## src/rtl/glitch_pulse_gen.sv

```systemverilog
`default_nettype none
// ============================================================================
//  Module   : glitch_pulse_gen
//  Purpose  : On a rising edge of the delayed trigger, emits a burst of
//             `count` glitch pulses. Each pulse lasts `width` clk cycles and
//             consecutive pulses are separated by max(gap,1) idle cycles.
//             Width, gap and count are loaded through the set_config strobe.
//             Each burst runs on a snapshot of that configuration, taken at
//             the trigger edge.
//  Ports    : clk        - system clock
//             rst        - asynchronous reset, active low
//             trigger    - delayed trigger, synchronous to clk
//             width      - pulse width in clk cycles
//             gap        - inter-pulse gap in clk cycles (0 behaves as 1)
//             count      - number of pulses per burst
//             set_config - load strobe for width/gap/count
//             glitch_out - glitch drive (OUT_ACTIVE while a pulse is active)
//             busy       - high while a burst is in progress
//             done       - one-cycle pulse after the last pulse of a burst
//             clamped    - sticky flag: a burst had its width clamped
//  Options  : define GLITCH_CLAMP_EN to limit the snapshot width to MAX_WIDTH
//             and to enable the clamped flag. When the macro is undefined,
//             clamped is tied low.
//  Revision : 1.0 - initial release
// ============================================================================
module glitch_pulse_gen #(
   parameter int WIDTH_BITS = 16,
   parameter int COUNT_BITS = 8,
   parameter int MAX_WIDTH  = 1000,
   parameter int OUT_ACTIVE = 1
) (
   input  logic                  clk,
   input  logic                  rst,
   input  logic                  trigger,
   input  logic [WIDTH_BITS-1:0] width,
   input  logic [WIDTH_BITS-1:0] gap,
   input  logic [COUNT_BITS-1:0] count,
   input  logic                  set_config,
   output logic                  glitch_out,
   output logic                  busy,
   output logic                  done,
   output logic                  clamped
);

   localparam logic                  c_on    = (OUT_ACTIVE != 0);
   localparam logic                  c_off   = ~c_on;
   localparam logic [WIDTH_BITS-1:0] c_one_w = WIDTH_BITS'(1);
   localparam logic [COUNT_BITS-1:0] c_one_c = COUNT_BITS'(1);

   typedef enum logic [2:0] {
      S_IDLE    = 3'd0,
      S_PULSE   = 3'd1,
      S_GAP     = 3'd2,
      S_DONE    = 3'd3,
      S_HOLDOFF = 3'd4
   } state_t;

   state_t                r_state;
   logic                  r_trig_d;
   logic [WIDTH_BITS-1:0] r_cfg_width;
   logic [WIDTH_BITS-1:0] r_cfg_gap;
   logic [COUNT_BITS-1:0] r_cfg_count;
   logic [WIDTH_BITS-1:0] r_snap_width;
   logic [WIDTH_BITS-1:0] r_snap_gap;
   logic [COUNT_BITS-1:0] r_remaining;
   logic [WIDTH_BITS-1:0] r_cnt;
   logic                  r_glitch;
   logic                  r_busy;
   logic                  r_done;
   logic                  r_clamped;

   logic                  w_edge;
   logic                  w_clamp_hit;
   logic [WIDTH_BITS-1:0] w_eff_width;
   logic [WIDTH_BITS-1:0] w_gap_load;

   assign w_edge = trigger & ~r_trig_d;

`ifdef GLITCH_CLAMP_EN
   localparam logic [WIDTH_BITS-1:0] c_max_width = WIDTH_BITS'(MAX_WIDTH);
   assign w_clamp_hit = (r_cfg_width > c_max_width);
   assign w_eff_width = w_clamp_hit ? c_max_width : r_cfg_width;
`else
   logic w_unused_max;
   assign w_unused_max = (MAX_WIDTH != 0);
   assign w_clamp_hit  = 1'b0;
   assign w_eff_width  = r_cfg_width;
`endif

   // The counters hold "cycles left minus one", so a gap of 0 loads the
   // same value as a gap of 1. This keeps consecutive pulses distinct.
   assign w_gap_load = (r_snap_gap == '0) ? '0 : (r_snap_gap - c_one_w);

   always_ff @(posedge clk or negedge rst) begin
      if (!rst) begin
         r_state      <= S_IDLE;
         r_trig_d     <= 1'b0;
         r_cfg_width  <= '0;
         r_cfg_gap    <= '0;
         r_cfg_count  <= '0;
         r_snap_width <= '0;
         r_snap_gap   <= '0;
         r_remaining  <= '0;
         r_cnt        <= '0;
         r_glitch     <= c_off;
         r_busy       <= 1'b0;
         r_done       <= 1'b0;
         r_clamped    <= 1'b0;
      end else begin
         r_trig_d <= trigger;
         r_done   <= 1'b0;

         // Config regs may load in any state. The running burst only reads
         // its snapshot, so a new config takes effect on the next burst.
         if (set_config) begin
            r_cfg_width <= width;
            r_cfg_gap   <= gap;
            r_cfg_count <= count;
         end

         case (r_state)
            S_IDLE: begin
               if (w_edge) begin
                  r_snap_width <= w_eff_width;
                  r_snap_gap   <= r_cfg_gap;
                  r_remaining  <= r_cfg_count;
                  if (r_cfg_count == '0 || w_eff_width == '0) begin
                     // Empty burst: report completion, never assert busy.
                     r_state <= S_DONE;
                     r_done  <= 1'b1;
                  end else begin
                     r_state  <= S_PULSE;
                     r_glitch <= c_on;
                     r_busy   <= 1'b1;
                     r_cnt    <= w_eff_width - c_one_w;
                     if (w_clamp_hit) begin
                        r_clamped <= 1'b1;
                     end
                  end
               end
            end

            S_PULSE: begin
               if (r_cnt == '0) begin
                  r_glitch    <= c_off;
                  r_remaining <= r_remaining - c_one_c;
                  if (r_remaining == c_one_c) begin
                     r_state <= S_DONE;
                     r_done  <= 1'b1;
                  end else begin
                     r_state <= S_GAP;
                     r_cnt   <= w_gap_load;
                  end
               end else begin
                  r_cnt <= r_cnt - c_one_w;
               end
            end

            S_GAP: begin
               if (r_cnt == '0) begin
                  r_state  <= S_PULSE;
                  r_glitch <= c_on;
                  r_cnt    <= r_snap_width - c_one_w;
               end else begin
                  r_cnt <= r_cnt - c_one_w;
               end
            end

            S_DONE: begin
               r_busy  <= 1'b0;
               r_state <= S_HOLDOFF;
            end

            // A trigger still held high must not re-fire the generator.
            S_HOLDOFF: begin
               if (!trigger) begin
                  r_state <= S_IDLE;
               end
            end

            default: begin
               r_state  <= S_IDLE;
               r_glitch <= c_off;
               r_busy   <= 1'b0;
            end
         endcase
      end
   end

   assign glitch_out = r_glitch;
   assign busy       = r_busy;
   assign done       = r_done;
   assign clamped    = r_clamped;

endmodule
`default_nettype wire

```

## config.mk

```make
export PLATFORM = sky130hd
export DESIGN_NAME = glitch_pulse_gen
export DESIGN_NICKNAME = d
export VERILOG_FILES = /design/src/rtl/glitch_pulse_gen.sv
export SDC_FILE = /design/constraint.sdc
export NUM_CORES = 1
export LEC_CHECK = 0
export CAP_MARGIN = 40
export CELL_PAD_IN_SITES_DETAIL_PLACEMENT = 0
export CELL_PAD_IN_SITES_GLOBAL_PLACEMENT = 2
export CORE_MARGIN = 2
export CORE_UTILIZATION = 34
export DETAILED_ROUTE_END_ITERATION = 10
export GPL_TIMING_DRIVEN = 1
export PLACE_DENSITY = 0.8
export SLEW_MARGIN = 20
export SYNTH_ARGS = -nofsm -noshare
export SYNTH_HDL_FRONTEND = slang
export SYNTH_SLANG_ARGS = --single-unit
```

## constraint.sdc

```tcl
create_clock -name clk -period 2.1 [get_ports clk]
set_input_delay 0.42 -clock clk [delete_from_list [all_inputs] [get_ports clk]]
set_output_delay 0.42 -clock clk [all_outputs]
set_load 0.05 [all_outputs]
```

==> key figures <==
Global routing
  – Number of global-route vias before repair: 5294
  – Pin count of the biggest net entering global routing: 47
  – GR Util All Layers: 19.6%
  – GRT Residual Overflow: 0
  – First-pass GRT wire length: approximately 28000 microns
  – Initial antenna violation count: 0

Clock network
  – Clk root buf: clkbuf_16
  – CTS H-tree lvls: 3
  – Clock Sinks: roughly 100
  – TritonCTS clock tree: yes
  – Cts bufs inserted: 9
  – Clock buffer depth: 2
  – Hold_buf cts: 0
  – Reg clk slew, reported paths: ~70 ps
  – Worst-skew pair later-pin latency: about 360 ps

Synthesis
  – Top cells by area, synth: dfrtp_1 (44%), mux2_2 (13%), xor2_1 (3.0%)
  – Syn_nets: 634
  – Synth warnings: 0
  – Top-area cell type share of the netlist area: about 44%
  – Ys async rst share: 100%
  – Synth Flop Type: dfrtp_1
  – Top post-synthesis cells by count: dfrtp_1 (103), mux2_2 (66), nor2_1 (46)
  – Largest area contributor in the netlist: dfrtp_1
  – Syn Area/Cell: approximately 10 sq um
  – Post-synth EDFFs: 0
  – Most common cell in the synthesized netlist: dfrtp_1
  – Seq/Total Area, Yosys: 44.2%
  – Flops & latches, synth: just over 100
  – Gate Count Post-Synth: a little under 600
  – Netlist cell types: between 60 and 70
  – Post-Syn Area: between 5000 and 6000 sq um

Setup path
  – Critical Path Source Type: flop
  – FF-to-FF Start: r_cfg_width[7]$_DFFE_PN0P_
  – Crit. Startpoint: r_cfg_width[7]$_DFFE_PN0P_
  – Bufs and invs on worst path: 1
  – CP cell instances: or4_4, or4_4, o21ai_4, a221oi_4, buf_6, or2_0, o41a_1
  – CP most frequent cell: or4_4
  – CP Data Required Time: 2340 ps
  – Crit-path slowest cell: or4_4
  – Worst EP arrival: about 2700 ps
  – Critical path peak fanout: 6
  – Critical path class: flop to flop
  – Cell family with most CP delay: simple AND/OR/NAND/NOR gates
  – CP max stage delay: about 560 ps
  – Crit. End Element: flop

Die
  – Core box area: around 17000 sq um
  – # rows: 47
  – Starting Density: a little over a third
  – Die area: ~18000 sq um
  – Io pins: 48
  – Width of the chip: ~130 microns
  – Die Ht: about 130 microns

Detailed routing
  – Final ANT Viol Nets: 0
  – Vias per inst: approximately 5.3
  – DRC viols: 0
  – DRT iter0 DRCs: ~340
  – Routed WL: approximately 17000 microns
  – WL/cell: around 17 microns
  – Via count: just over 5k
  – Drt first pass iters: 5

Placed design
  – Port Buffers: between 40 and 50
  – DP HPWL: 12900 microns
  – Final Wtd Congestion: between 0.8 and 0.9
  – Dpl ws: -326 ps
  – Placed cell areas: ~7600 sq um

STA
  – Max_slew headroom: between 60% and 70%
  – Final Hold Fails: 0
  – Highest clock rate: between 400 and 500 MHz
  – Clock Skews: 8.72 ps
  – RSZ-0062 raised after global routing: true
  – Slew @ Worst Pin: 509 ps
  – Worst setup margin: -309 ps
  – Final Cycle Share: 115%
  – Setup violators final: 18
  – Min Tclk post-route: ~2400 ps
  – Pins Over Slew Limit: 0
  – Min Hold Slack: 18.1 ps

Hold path
  – Min-delay worst type: primary input to async pin

Pwr
  – P_leak: roughly 3.5 nW
  – Power Dens Cells: ~550 nW/um^2
  – IR drop worst, VDD: between 400 and 500 uV
  – Power, Total: between 0.004 and 0.005 W

Layout
  – N_diodes: 0
  – P&R area growth vs syn: 40.3%
  – Finished Cell Area: roughly 8200 sq um
  – Share of cells above drive strength 1: a little under two fifths
  – Net count, final: 812

Status
  – Failing checks: negative setup slack
  – Outcome: finished, violations left

Job
  – Max_cap viols: 0
## placed cells by master, fill, tap and decap left out, types with 4 or more instances in the layout
| cell | n |
|---|---|
| xnor2_1 | 17 |
| nor2_2 | 7 |
| a21oi_2 | 4 |
| a21oi_1 | 27 |
| inv_1 | 13 |
| buf_6 | 6 |
| clkbuf_16 | 9 |
| clkdlybuf4s50_1 | 44 |
| o22ai_1 | 9 |
| nand4_1 | 5 |
| o31ai_1 | 5 |
| mux2_2 | 66 |
| a22oi_1 | 5 |
| a22o_1 | 4 |
| dfrtp_1 | 103 |
| nand3_1 | 9 |
| ha_1 | 7 |
| nor3b_1 | 6 |
| or4_4 | 4 |
| xor2_1 | 20 |
| o21ai_0 | 28 |
| nand2_1 | 38 |
| buf_4 | 142 |
| o21ai_1 | 5 |
| nor3_1 | 16 |
| buf_12 | 4 |
| or3_1 | 6 |
| nand2b_1 | 4 |
| nor4_2 | 6 |
| nor4_1 | 15 |
| nor2_1 | 38 |
| o31a_1 | 6 |
| a31oi_1 | 5 |
## metrics by stage
stage	cells	util, %	setup TNS, ps
floorplan	581	-	-1180
global placement	958	45.4	-4180
detailed placement	958	45.4	-5360
CTS	979	47.9	-3400
global route	983	49.1	-4790
finish	983	49.1	-3720
## per-layer routing
layer / track usage (%) / part of all wire, % / routed length (microns)
met1: 26.1 / 45 / 7740
met2: 32.2 / 48 / 8260
met3: 3.19 / 4.2 / 714
met4: 7.19 / 2.5 / 435
met5: 0 / 0 / 0
## flip-flops by register name (all words and copies together) (netlist names)
name,flops
busy,1
done,1
glitch_out,1
r_cfg_count,8
r_cfg_gap,16
r_cfg_width,16
r_cnt,16
r_remaining,8
r_snap_gap,16
r_snap_width,16
r_state,3
r_trig_d,1
## cells by family after synthesis
kind of cell / Yosys count / share of synthesized area [%]
AND/OR/NAND/NOR: 190 / 17.5
XOR/XNOR: 37 / 5.56
AO/OA/AOI/OAI: 128 / 14.4
flip-flops: 103 / 44.2
other: 1 / 0.0643
buffers and inverters: 45 / 3.31
adder cells (fa/ha/maj): 9 / 1.93
multiplexers: 68 / 13.1
## report_power, final
part | switching (W) | internal, W
clock network | 0.000814 | 0.000942
logic | 0.000269 | 0.000324
registers | 0.0000544 | 0.00207
total | 0.00114 | 0.00334
## worst paths after layout
path | end | slack, ps | cells past startpoint
max | r_cnt[1]$_DFFE_PN0P_ | -310 | 7
min | r_cfg_gap[8]$_DFFE_PN0P_ | 20 | 1
max reg2reg | r_cnt[1]$_DFFE_PN0P_ | -310 | 7
min reg2reg | r_snap_gap[13]$_DFFE_PN0P_ | 510 | 1
max in group asynchronous | r_snap_width[0]$_DFFE_PN0P_ | 1460 | 2
min in group clk | r_snap_gap[13]$_DFFE_PN0P_ | 510 | 1
## timing repair
action,4_1_cts,5_1_grt
resized for setup,12,46
pin swaps,6,14
gates cloned,2,0
endpoints found under the setup margin,26,27
setup buffers,6,4
## final cells by class
class | count | area (sq um)
Clock buffer | 9 | 225
Clock inverter | 6 | 78.8
Fill cell | 1551 | 8470
Inverter | 15 | 56.3
Multi-Input combinational cell | 433 | 3300
Sequential cell | 103 | 2580
Tap cell | 220 | 275
Timing Repair Buffer | 197 | 1660
(Power assumes the default switching activity.)
